`src/rtl/fft_pkg.sv`:
```
// Shared constants, FSM state type and size helpers for the radix-2 FFT
// stage sequencer and its address generator.
package fft_pkg;

  localparam int MAX_N      = 32;
  localparam int ADDR_WIDTH = $clog2(MAX_N);

  typedef enum logic [1:0] {
    IDLE,
    ISSUE,
    WAIT_WB
  } state_e;

  // Supported sizes are the powers of two from 2 up to MAX_N.
  function automatic logic is_valid_n(input logic [ADDR_WIDTH:0] n);
    return (n >= (ADDR_WIDTH+1)'(2)) &&
           (n <= (ADDR_WIDTH+1)'(MAX_N)) &&
           ((n & (n - 1'b1)) == '0);
  endfunction

  function automatic logic [2:0] log2_n(input logic [ADDR_WIDTH:0] n);
    logic [2:0] l;
    case (n)
      (ADDR_WIDTH+1)'(2):  l = 3'd1;
      (ADDR_WIDTH+1)'(4):  l = 3'd2;
      (ADDR_WIDTH+1)'(8):  l = 3'd3;
      (ADDR_WIDTH+1)'(16): l = 3'd4;
      (ADDR_WIDTH+1)'(32): l = 3'd5;
      default:             l = 3'd0;
    endcase
    return l;
  endfunction

endpackage

```
`src/rtl/fft_stage_sequencer_if.sv`:
```
// Control/butterfly-request bundle between the FFT top control, the
// butterfly datapath and the stage sequencer.
interface fft_stage_sequencer_if;
  import fft_pkg::*;

  logic                  start;
  logic [ADDR_WIDTH:0]   n;
  logic                  busy;
  logic                  err;
  logic                  bfly_valid;
  logic                  bfly_ready;
  logic [ADDR_WIDTH-1:0] addr_a;
  logic [ADDR_WIDTH-1:0] addr_b;
  logic [ADDR_WIDTH-1:0] tw_k;
  logic [ADDR_WIDTH:0]   tw_n;
  logic [2:0]            stage;
  logic                  wb_valid;
  logic                  done;

  // Environment side: top control plus butterfly datapath.
  modport master (
    output start, n, bfly_ready, wb_valid,
    input  busy, err, bfly_valid, addr_a, addr_b, tw_k, tw_n, stage, done
  );

  // Sequencer side.
  modport slave (
    input  start, n, bfly_ready, wb_valid,
    output busy, err, bfly_valid, addr_a, addr_b, tw_k, tw_n, stage, done
  );

endinterface

```
`src/rtl/fft_bfly_addr_gen.sv`:
```
// Combinational butterfly address / twiddle generator: inserts a 0 at bit s
// of the butterfly counter to form the upper-leg address.
module fft_bfly_addr_gen
  import fft_pkg::*;
(
  input  logic [ADDR_WIDTH-1:0] cnt_i,
  input  logic [2:0]            s_i,
  output logic [ADDR_WIDTH-1:0] addr_a_o,
  output logic [ADDR_WIDTH-1:0] addr_b_o,
  output logic [ADDR_WIDTH-1:0] tw_k_o,
  output logic [ADDR_WIDTH:0]   tw_n_o
);

  logic [ADDR_WIDTH-1:0] m;
  logic [ADDR_WIDTH-1:0] mask;
  logic [ADDR_WIDTH-1:0] upper;
  logic [ADDR_WIDTH-1:0] addr_a;

  assign m     = ADDR_WIDTH'(1) << s_i;
  assign mask  = m - 1'b1;
  assign upper = (cnt_i >> s_i) << (s_i + 3'd1);
  assign addr_a = upper | (cnt_i & mask);

  assign addr_a_o = addr_a;
  assign addr_b_o = addr_a | m;
  assign tw_k_o   = cnt_i & mask;
  assign tw_n_o   = {m, 1'b0};

endmodule

```
`src/rtl/fft_stage_sequencer.sv`:
```
// Stage/butterfly sequencer for the in-place radix-2 DIT FFT: issues one
// butterfly request per handshake and holds each stage until writebacks drain.
module fft_stage_sequencer
  import fft_pkg::*;
(
  input  logic                 clk,
  input  logic                 rst,
  fft_stage_sequencer_if.slave bus
);

  state_e                state_q;
  logic [ADDR_WIDTH:0]   n_q;
  logic [2:0]            last_stage_q;
  logic [2:0]            stage_q;
  logic [2:0]            stage_d;
  logic [ADDR_WIDTH-1:0] cnt_q;
  logic [ADDR_WIDTH-1:0] cnt_d;
  logic [ADDR_WIDTH-1:0] outst_q;
  logic [ADDR_WIDTH-1:0] outst_d;

  logic                  busy_q;
  logic                  err_q;
  logic                  valid_q;
  logic                  done_q;
  logic [ADDR_WIDTH-1:0] addr_a_q;
  logic [ADDR_WIDTH-1:0] addr_b_q;
  logic [ADDR_WIDTH-1:0] tw_k_q;
  logic [ADDR_WIDTH:0]   tw_n_q;

  logic [ADDR_WIDTH-1:0] gen_a;
  logic [ADDR_WIDTH-1:0] gen_b;
  logic [ADDR_WIDTH-1:0] gen_k;
  logic [ADDR_WIDTH:0]   gen_n;

  logic accept;
  logic wb_take;
  logic last_cnt;

  assign accept   = valid_q && bus.bfly_ready;
  assign wb_take  = bus.wb_valid && (outst_q != '0);
  assign last_cnt = (cnt_q == ADDR_WIDTH'((n_q >> 1) - 1'b1));

  // Generator is fed the (cnt, s) of the request that will be loaded next.
  always_comb begin
    cnt_d   = cnt_q;
    stage_d = stage_q;
    case (state_q)
      IDLE: begin
        cnt_d   = '0;
        stage_d = 3'd0;
      end
      ISSUE: begin
        cnt_d = cnt_q + 1'b1;
      end
      WAIT_WB: begin
        cnt_d   = '0;
        stage_d = stage_q + 3'd1;
      end
      default: begin
        cnt_d   = '0;
        stage_d = 3'd0;
      end
    endcase
  end

  always_comb begin
    outst_d = outst_q;
    case ({accept, wb_take})
      2'b10:   outst_d = outst_q + 1'b1;
      2'b01:   outst_d = outst_q - 1'b1;
      default: outst_d = outst_q;
    endcase
  end

  fft_bfly_addr_gen u_addr_gen (
    .cnt_i    (cnt_d),
    .s_i      (stage_d),
    .addr_a_o (gen_a),
    .addr_b_o (gen_b),
    .tw_k_o   (gen_k),
    .tw_n_o   (gen_n)
  );

  always_ff @(posedge clk) begin
    if (rst) begin
      outst_q <= '0;
    end else begin
      outst_q <= outst_d;
    end
  end

  always_ff @(posedge clk) begin
    if (rst) begin
      state_q      <= IDLE;
      n_q          <= '0;
      last_stage_q <= 3'd0;
      stage_q      <= 3'd0;
      cnt_q        <= '0;
      busy_q       <= 1'b0;
      err_q        <= 1'b0;
      valid_q      <= 1'b0;
      done_q       <= 1'b0;
      addr_a_q     <= '0;
      addr_b_q     <= '0;
      tw_k_q       <= '0;
      tw_n_q       <= '0;
    end else begin
      err_q  <= 1'b0;
      done_q <= 1'b0;
      case (state_q)
        IDLE: begin
          if (bus.start) begin
            if (is_valid_n(bus.n)) begin
              n_q          <= bus.n;
              last_stage_q <= log2_n(bus.n) - 3'd1;
              stage_q      <= stage_d;
              cnt_q        <= cnt_d;
              busy_q       <= 1'b1;
              valid_q      <= 1'b1;
              addr_a_q     <= gen_a;
              addr_b_q     <= gen_b;
              tw_k_q       <= gen_k;
              tw_n_q       <= gen_n;
              state_q      <= ISSUE;
            end else begin
              err_q <= 1'b1;
            end
          end
        end
        ISSUE: begin
          // Request registers only move on acceptance, so a stall holds them.
          if (accept) begin
            cnt_q <= cnt_d;
            if (last_cnt) begin
              valid_q <= 1'b0;
              state_q <= WAIT_WB;
            end else begin
              addr_a_q <= gen_a;
              addr_b_q <= gen_b;
              tw_k_q   <= gen_k;
              tw_n_q   <= gen_n;
            end
          end
        end
        WAIT_WB: begin
          if (outst_q == '0) begin
            if (stage_q != last_stage_q) begin
              stage_q  <= stage_d;
              cnt_q    <= cnt_d;
              valid_q  <= 1'b1;
              addr_a_q <= gen_a;
              addr_b_q <= gen_b;
              tw_k_q   <= gen_k;
              tw_n_q   <= gen_n;
              state_q  <= ISSUE;
            end else begin
              done_q  <= 1'b1;
              busy_q  <= 1'b0;
              state_q <= IDLE;
            end
          end
        end
        default: begin
          state_q <= IDLE;
        end
      endcase
    end
  end

  assign bus.busy       = busy_q;
  assign bus.err        = err_q;
  assign bus.bfly_valid = valid_q;
  assign bus.done       = done_q;
  assign bus.addr_a     = addr_a_q;
  assign bus.addr_b     = addr_b_q;
  assign bus.tw_k       = tw_k_q;
  assign bus.tw_n       = tw_n_q;
  assign bus.stage      = stage_q;

endmodule

```
`src/flat_wrapper.sv`:
```
// flat-port wrapper written by rule: the top's interface ports become plain ports
module fft_stage_sequencer_flat import fft_pkg::*;
  (clk, rst, bus_start, bus_n, bus_bfly_ready, bus_wb_valid, bus_busy, bus_err, bus_bfly_valid, bus_addr_a, bus_addr_b, bus_tw_k, bus_tw_n, bus_stage, bus_done);
  fft_stage_sequencer_if bus_i ();
  input  logic clk;
  input  logic rst;
  input wire logic [$bits(bus_i.start)-1:0] bus_start;
  input wire logic [$bits(bus_i.n)-1:0] bus_n;
  input wire logic [$bits(bus_i.bfly_ready)-1:0] bus_bfly_ready;
  input wire logic [$bits(bus_i.wb_valid)-1:0] bus_wb_valid;
  output wire logic [$bits(bus_i.busy)-1:0] bus_busy;
  output wire logic [$bits(bus_i.err)-1:0] bus_err;
  output wire logic [$bits(bus_i.bfly_valid)-1:0] bus_bfly_valid;
  output wire logic [$bits(bus_i.addr_a)-1:0] bus_addr_a;
  output wire logic [$bits(bus_i.addr_b)-1:0] bus_addr_b;
  output wire logic [$bits(bus_i.tw_k)-1:0] bus_tw_k;
  output wire logic [$bits(bus_i.tw_n)-1:0] bus_tw_n;
  output wire logic [$bits(bus_i.stage)-1:0] bus_stage;
  output wire logic [$bits(bus_i.done)-1:0] bus_done;
  assign bus_i.start = bus_start;
  assign bus_i.n = bus_n;
  assign bus_i.bfly_ready = bus_bfly_ready;
  assign bus_i.wb_valid = bus_wb_valid;
  assign bus_busy = bus_i.busy;
  assign bus_err = bus_i.err;
  assign bus_bfly_valid = bus_i.bfly_valid;
  assign bus_addr_a = bus_i.addr_a;
  assign bus_addr_b = bus_i.addr_b;
  assign bus_tw_k = bus_i.tw_k;
  assign bus_tw_n = bus_i.tw_n;
  assign bus_stage = bus_i.stage;
  assign bus_done = bus_i.done;
  fft_stage_sequencer u_core (.clk(clk), .rst(rst), .bus(bus_i));
endmodule
```
`config.mk`:
```
export PLATFORM = sky130hd
export DESIGN_NAME = fft_stage_sequencer_flat
export DESIGN_NICKNAME = d
export VERILOG_FILES = /design/src/rtl/fft_pkg.sv /design/src/rtl/fft_stage_sequencer_if.sv /design/src/rtl/fft_bfly_addr_gen.sv /design/src/rtl/fft_stage_sequencer.sv /design/src/flat_wrapper.sv
export SDC_FILE = /design/constraint.sdc
export NUM_CORES = 1
export LEC_CHECK = 0
export CAP_MARGIN = 25
export CELL_PAD_IN_SITES_DETAIL_PLACEMENT = 0
export CELL_PAD_IN_SITES_GLOBAL_PLACEMENT = 1
export CORE_MARGIN = 2
export CORE_UTILIZATION = 40
export CTS_CLUSTER_SIZE = 10
export DETAILED_ROUTE_END_ITERATION = 12
export DONT_BUFFER_PORTS = 1
export PLACE_DENSITY_LB_ADDON = 0.25
export SYNTH_ARGS = -nofsm -noshare
export SYNTH_HDL_FRONTEND = slang
export SYNTH_SLANG_ARGS = --single-unit
```
`constraint.sdc`:
```
create_clock -name clk -period 2.85 [get_ports clk]
set_input_delay 0.4275 -clock clk [delete_from_list [all_inputs] [get_ports clk]]
set_output_delay 0.4275 -clock clk [all_outputs]
set_load 0.01 [all_outputs]
```
==> impl_results.md <==
* Max_cap viols at 0
* Vias in the first global route at 2471
* TritonRoute pass-1 iters at 4
* Via count at roughly 2.6k
* ANT cells at 0
* Initial DRC count at about 110
* Largest net degree at the start of global routing at 48
* R2r startpoint: u_core.state_q[1]$_SDFFE_PP0P_
* DIE AREA at around 8700 µm²
* Synth cell types at 71
* Layout net count at 417
* Die X at 93.2 µm
* First-pass GRT wire length at 12100 µm
* Bufs on Longest Clock Path at 2
* Net Count, Synth at around 410
* Highest clock rate at about 0.37 GHz
* Layout cells sized above 1 at roughly 17%
* Design internal power at approximately 1.5 mW
* # rows at 32
* Antenna violations before repair at 0
* Switching Share at around 40%
* Wire length per cell at about 15 µm
* Cell count after synthesis at about 380
* Psw at ~1 mW
* Post-CTS Hold Buffers at 0
* Crit-path slowest cell: or4b_1
* Crit path top cell by count: ha_1
* Ports at 39
* PortBufs at 0
* Clock share of power at 21.4%
* Post-synthesis average cell area at around 8.4 µm²
* Comb pwr share at 42.4%
* CTS H-tree lvls at 2
* Pins Over Slew Limit at 0
* RePlAce Congestion at about 0.87
* Worst hold path type: in2reg
* Flop pwr share at around 36%
* Final Cycle Share at between 90 and 100%
* Residual DRC at 0
* Worst Hold End: u_core.bus.addr_a[0]$_SDFFE_PP0P_
* Critical path type: reg2reg
* FF-to-FF setup slack at roughly 0.17 ns
* Total CTS buffers at 5
* Post-layout minimum cycle time at 2.68 ns
* CP max stage delay at 0.51 ns
* Synth-to-layout area growth at 9.84%
* Pleak at approximately 1.4 nW
* Crit path required time at between 3 and 4 ns
* WHS Path Cells at 1
* Root Buffer: clkbuf_8
* Hold path start: rst
* Sequential-to-total area share from yosys stat at about 30%
* GRT Residual Overflow at 0
* Final antenna-violating net count at 0
* CTS tree: done
* Ys async rst share at 0%
* Crit path DAT at approximately 3 ns
* Max VDD drop at 386 µV
* Status: completed
* Final Setup Violations at 0
* Final Worst Setup Slack at around 0.17 ns
* Fillcell total at between 700 and 800
* Dpl ws at around 0.076 ns
* Number of synthesized flops with an enable pin at 0
* Worst Setup End Kind: flip-flop
* Clock slew at reported path FFs at roughly 0.1 ns
* Yosys warnings at 0
* Crit path cell chain: inv_1 -> ha_1 -> mux2i_1 -> nor2b_2 -> buf_4 -> ha_1 -> ha_1 -> nand2_2 -> or4b_1 -> o2111ai_2 -> nor2_1 -> nor3_2
* R2R cell count at 12
* Die height at around 93 µm
* Top FF cell, synth: dfxtp_1
* Worst-path maximum fanout at 9
* Final clock skew at roughly 0.013 ns
* Skew-Pair Late Insertion Delay at about 0.31 ns
* Core area at between 7000 and 8000 µm²
* Total GRT Usage at 17.3%
* Mapped Area at roughly 3200 µm²
* Yosys reg bits at 47
* DRT Wirelength at a little over 7000 µm
* Setup crit start kind: flip-flop
* RR Endpoint: u_core.bus.addr_a[3]$_SDFFE_PP0P_
* Num Clock Sinks at 47
* Pwr per Cell Area at a little over 700 nW/µm²
* DP HPWL at approximately 5400 µm
* Starting Density at slightly above 40%
* Setup TNS Final at 0 ns
* Final hold viol count at 0
* Vias per std cell at around 5.3
==> cells in the final DEF (no fill, tap or decap), types with 2 or more instances in the layout <==
cell type  instances
dfxtp_2            2
and3_1             4
xor2_1            15
o211ai_1           4
nor3_2             7
nor2b_2            2
inv_1             21
ha_1              19
o31ai_1            3
dfxtp_1           45
nand2_1           29
nor3b_1            2
a211oi_1           4
nor2b_1            5
nand3_1           10
nand2b_1           6
nand4b_1           2
xnor2_1            5
mux2i_1           17
nand4_1            2
o21ai_0            9
o21ai_1            4
a21oi_1           23
buf_4             22
a21o_1             3
nor4_1             2
clkbuf_8           6
nor3_1            12
a311oi_1           2
nor2_1            53
or3_1              2
==> synth_stat cells, drive strengths merged (2+ instances only) <==
cell      n  area (µm²)
o21ai    13        65.1
xnor2     5        43.8
nand2    31         124
a21oi    24         120
ha       20         250
nor3b     4        46.3
nor4      3        18.8
and3      4        25.0
a211oi    6        62.6
a2111oi   2        36.3
nor4b     2        23.8
inv      22        82.6
o31ai     3        22.5
nand4b    2        17.5
mux2i    19         206
clkbuf    5        20.0
nor2b     7        43.8
mux2      2        26.3
dfxtp    47         941
buf      18         121
xor2     15         131
nor3     19         125
a21o      3        22.5
o211ai    5        42.5
or3       2        12.5
a311oi    3        32.5
nand3    10        50.1
nand4     2        12.5
nand2b    6        37.5
nor2     53         199
==> cells by family (layout without fill, tap and decap cells) <==
| kind of cell | count (synthesis) | count (layout) | synth area share [%] |
|---|---|---|---|
| AO/OA/AOI/OAI | 73 | 73 | 17.0 |
| other | 1 | 1 | 0.118 |
| flip-flops | 47 | 47 | 29.6 |
| adder cells (fa/ha/maj) | 21 | 21 | 8.50 |
| XOR/XNOR | 20 | 20 | 5.51 |
| buffers and inverters | 45 | 52 | 7.04 |
| AND/OR/NAND/NOR | 151 | 151 | 24.9 |
| multiplexers | 21 | 21 | 7.32 |
==> area by class of cell <==
type,instances,area (µm²),area share (%)
Timing Repair Buffer,22,165,4.73
Sequential cell,47,943,27.0
Clock inverter,2,38.8,1.11
Tap cell,102,128,3.65
Inverter,22,82.6,2.36
Clock buffer,6,82.6,2.36
Multi-Input combinational cell,287,2050,58.8
==> through the flow <==
stage	power [mW]	utilization (%)	hold WS, ns	cells	cell area (µm²)
after floorplan	1.79	-	0.469	379	3180
after CTS	2.52	44.5	0.162	486	3440
final	2.51	45.2	0.167	488	3490
after global routing	2.70	45.2	0.155	488	3490
after detailed placement	1.98	42.9	0.489	478	3320
after global placement	1.98	42.9	0.479	478	3320
==> how the worst max path moves through the flow <==
| stage | cells after the start | from | to | slack (ns) |
|---|---|---|---|---|
| after global routing | 12 | u_core.state_q[1]$_SDFFE_PP0P_ | u_core.bus.addr_b[3]$_SDFFE_PP0P_ | -0.03 |
| after detailed placement | 12 | u_core.state_q[1]$_SDFFE_PP0P_ | u_core.bus.addr_a[3]$_SDFFE_PP0P_ | 0.08 |
| after CTS | 12 | u_core.state_q[1]$_SDFFE_PP0P_ | u_core.bus.addr_a[3]$_SDFFE_PP0P_ | 0.05 |
| after global placement | 12 | u_core.state_q[0]$_SDFFE_PP0P_ | u_core.bus.addr_b[4]$_SDFFE_PP0P_ | 0.04 |
| after floorplan | 14 | u_core.state_q[0]$_SDFFE_PP0P_ | u_core.bus.addr_b[4]$_SDFFE_PP0P_ | 0.16 |
| final | 12 | u_core.state_q[1]$_SDFFE_PP0P_ | u_core.bus.addr_a[3]$_SDFFE_PP0P_ | 0.17 |
==> registers in the layout (all words and copies together) (netlist names), 3 cells and up <==
name	count
u_core.n_q	5
u_core.bus.stage	3
u_core.cnt_q	5
u_core.last_stage_q	3
u_core.bus.addr_b	5
u_core.bus.tw_n	5
u_core.bus.addr_a	5
u_core.bus.tw_k	5
u_core.outst_q	5
==> power groups by stage <==
stage	sequential (mW)	combinational (mW)	clock [mW]
floorplan	0.902	0.893	0
global placement	0.919	1.06	0
detailed placement	0.925	1.06	0
CTS	0.910	1.06	0.549
global route	0.929	1.20	0.571
finish	0.909	1.06	0.539
==> timing repair <==
| item | in CTS | in global routing |
|---|---|---|
| endpoints found under the setup margin | 0 | 6 |
| gates resized for setup | 0 | 12 |
| buffers inserted | 0 | 2 |
==> worst max-delay path, delay by kind of cell (launching register included) <==
| family | cells | cell delay (ns) |
|---|---|---|
| AND/OR/NAND/NOR | 5 | 0.91 |
| adder cells (fa/ha/maj) | 3 | 0.77 |
| flip-flops | 1 | 0.38 |
| buffers and inverters | 2 | 0.26 |
| multiplexers | 1 | 0.18 |
| AO/OA/AOI/OAI | 1 | 0.14 |
==> metal layers <==
layer	global-route usage (%)	vias up	wire length (µm)
met5	0	-	0
met4	4.29	0	70
met3	4.19	5	365
met2	30.0	58	3480
met1	21.6	1217	3360
li1	-	1325	-
(Power assumes the default switching activity.)
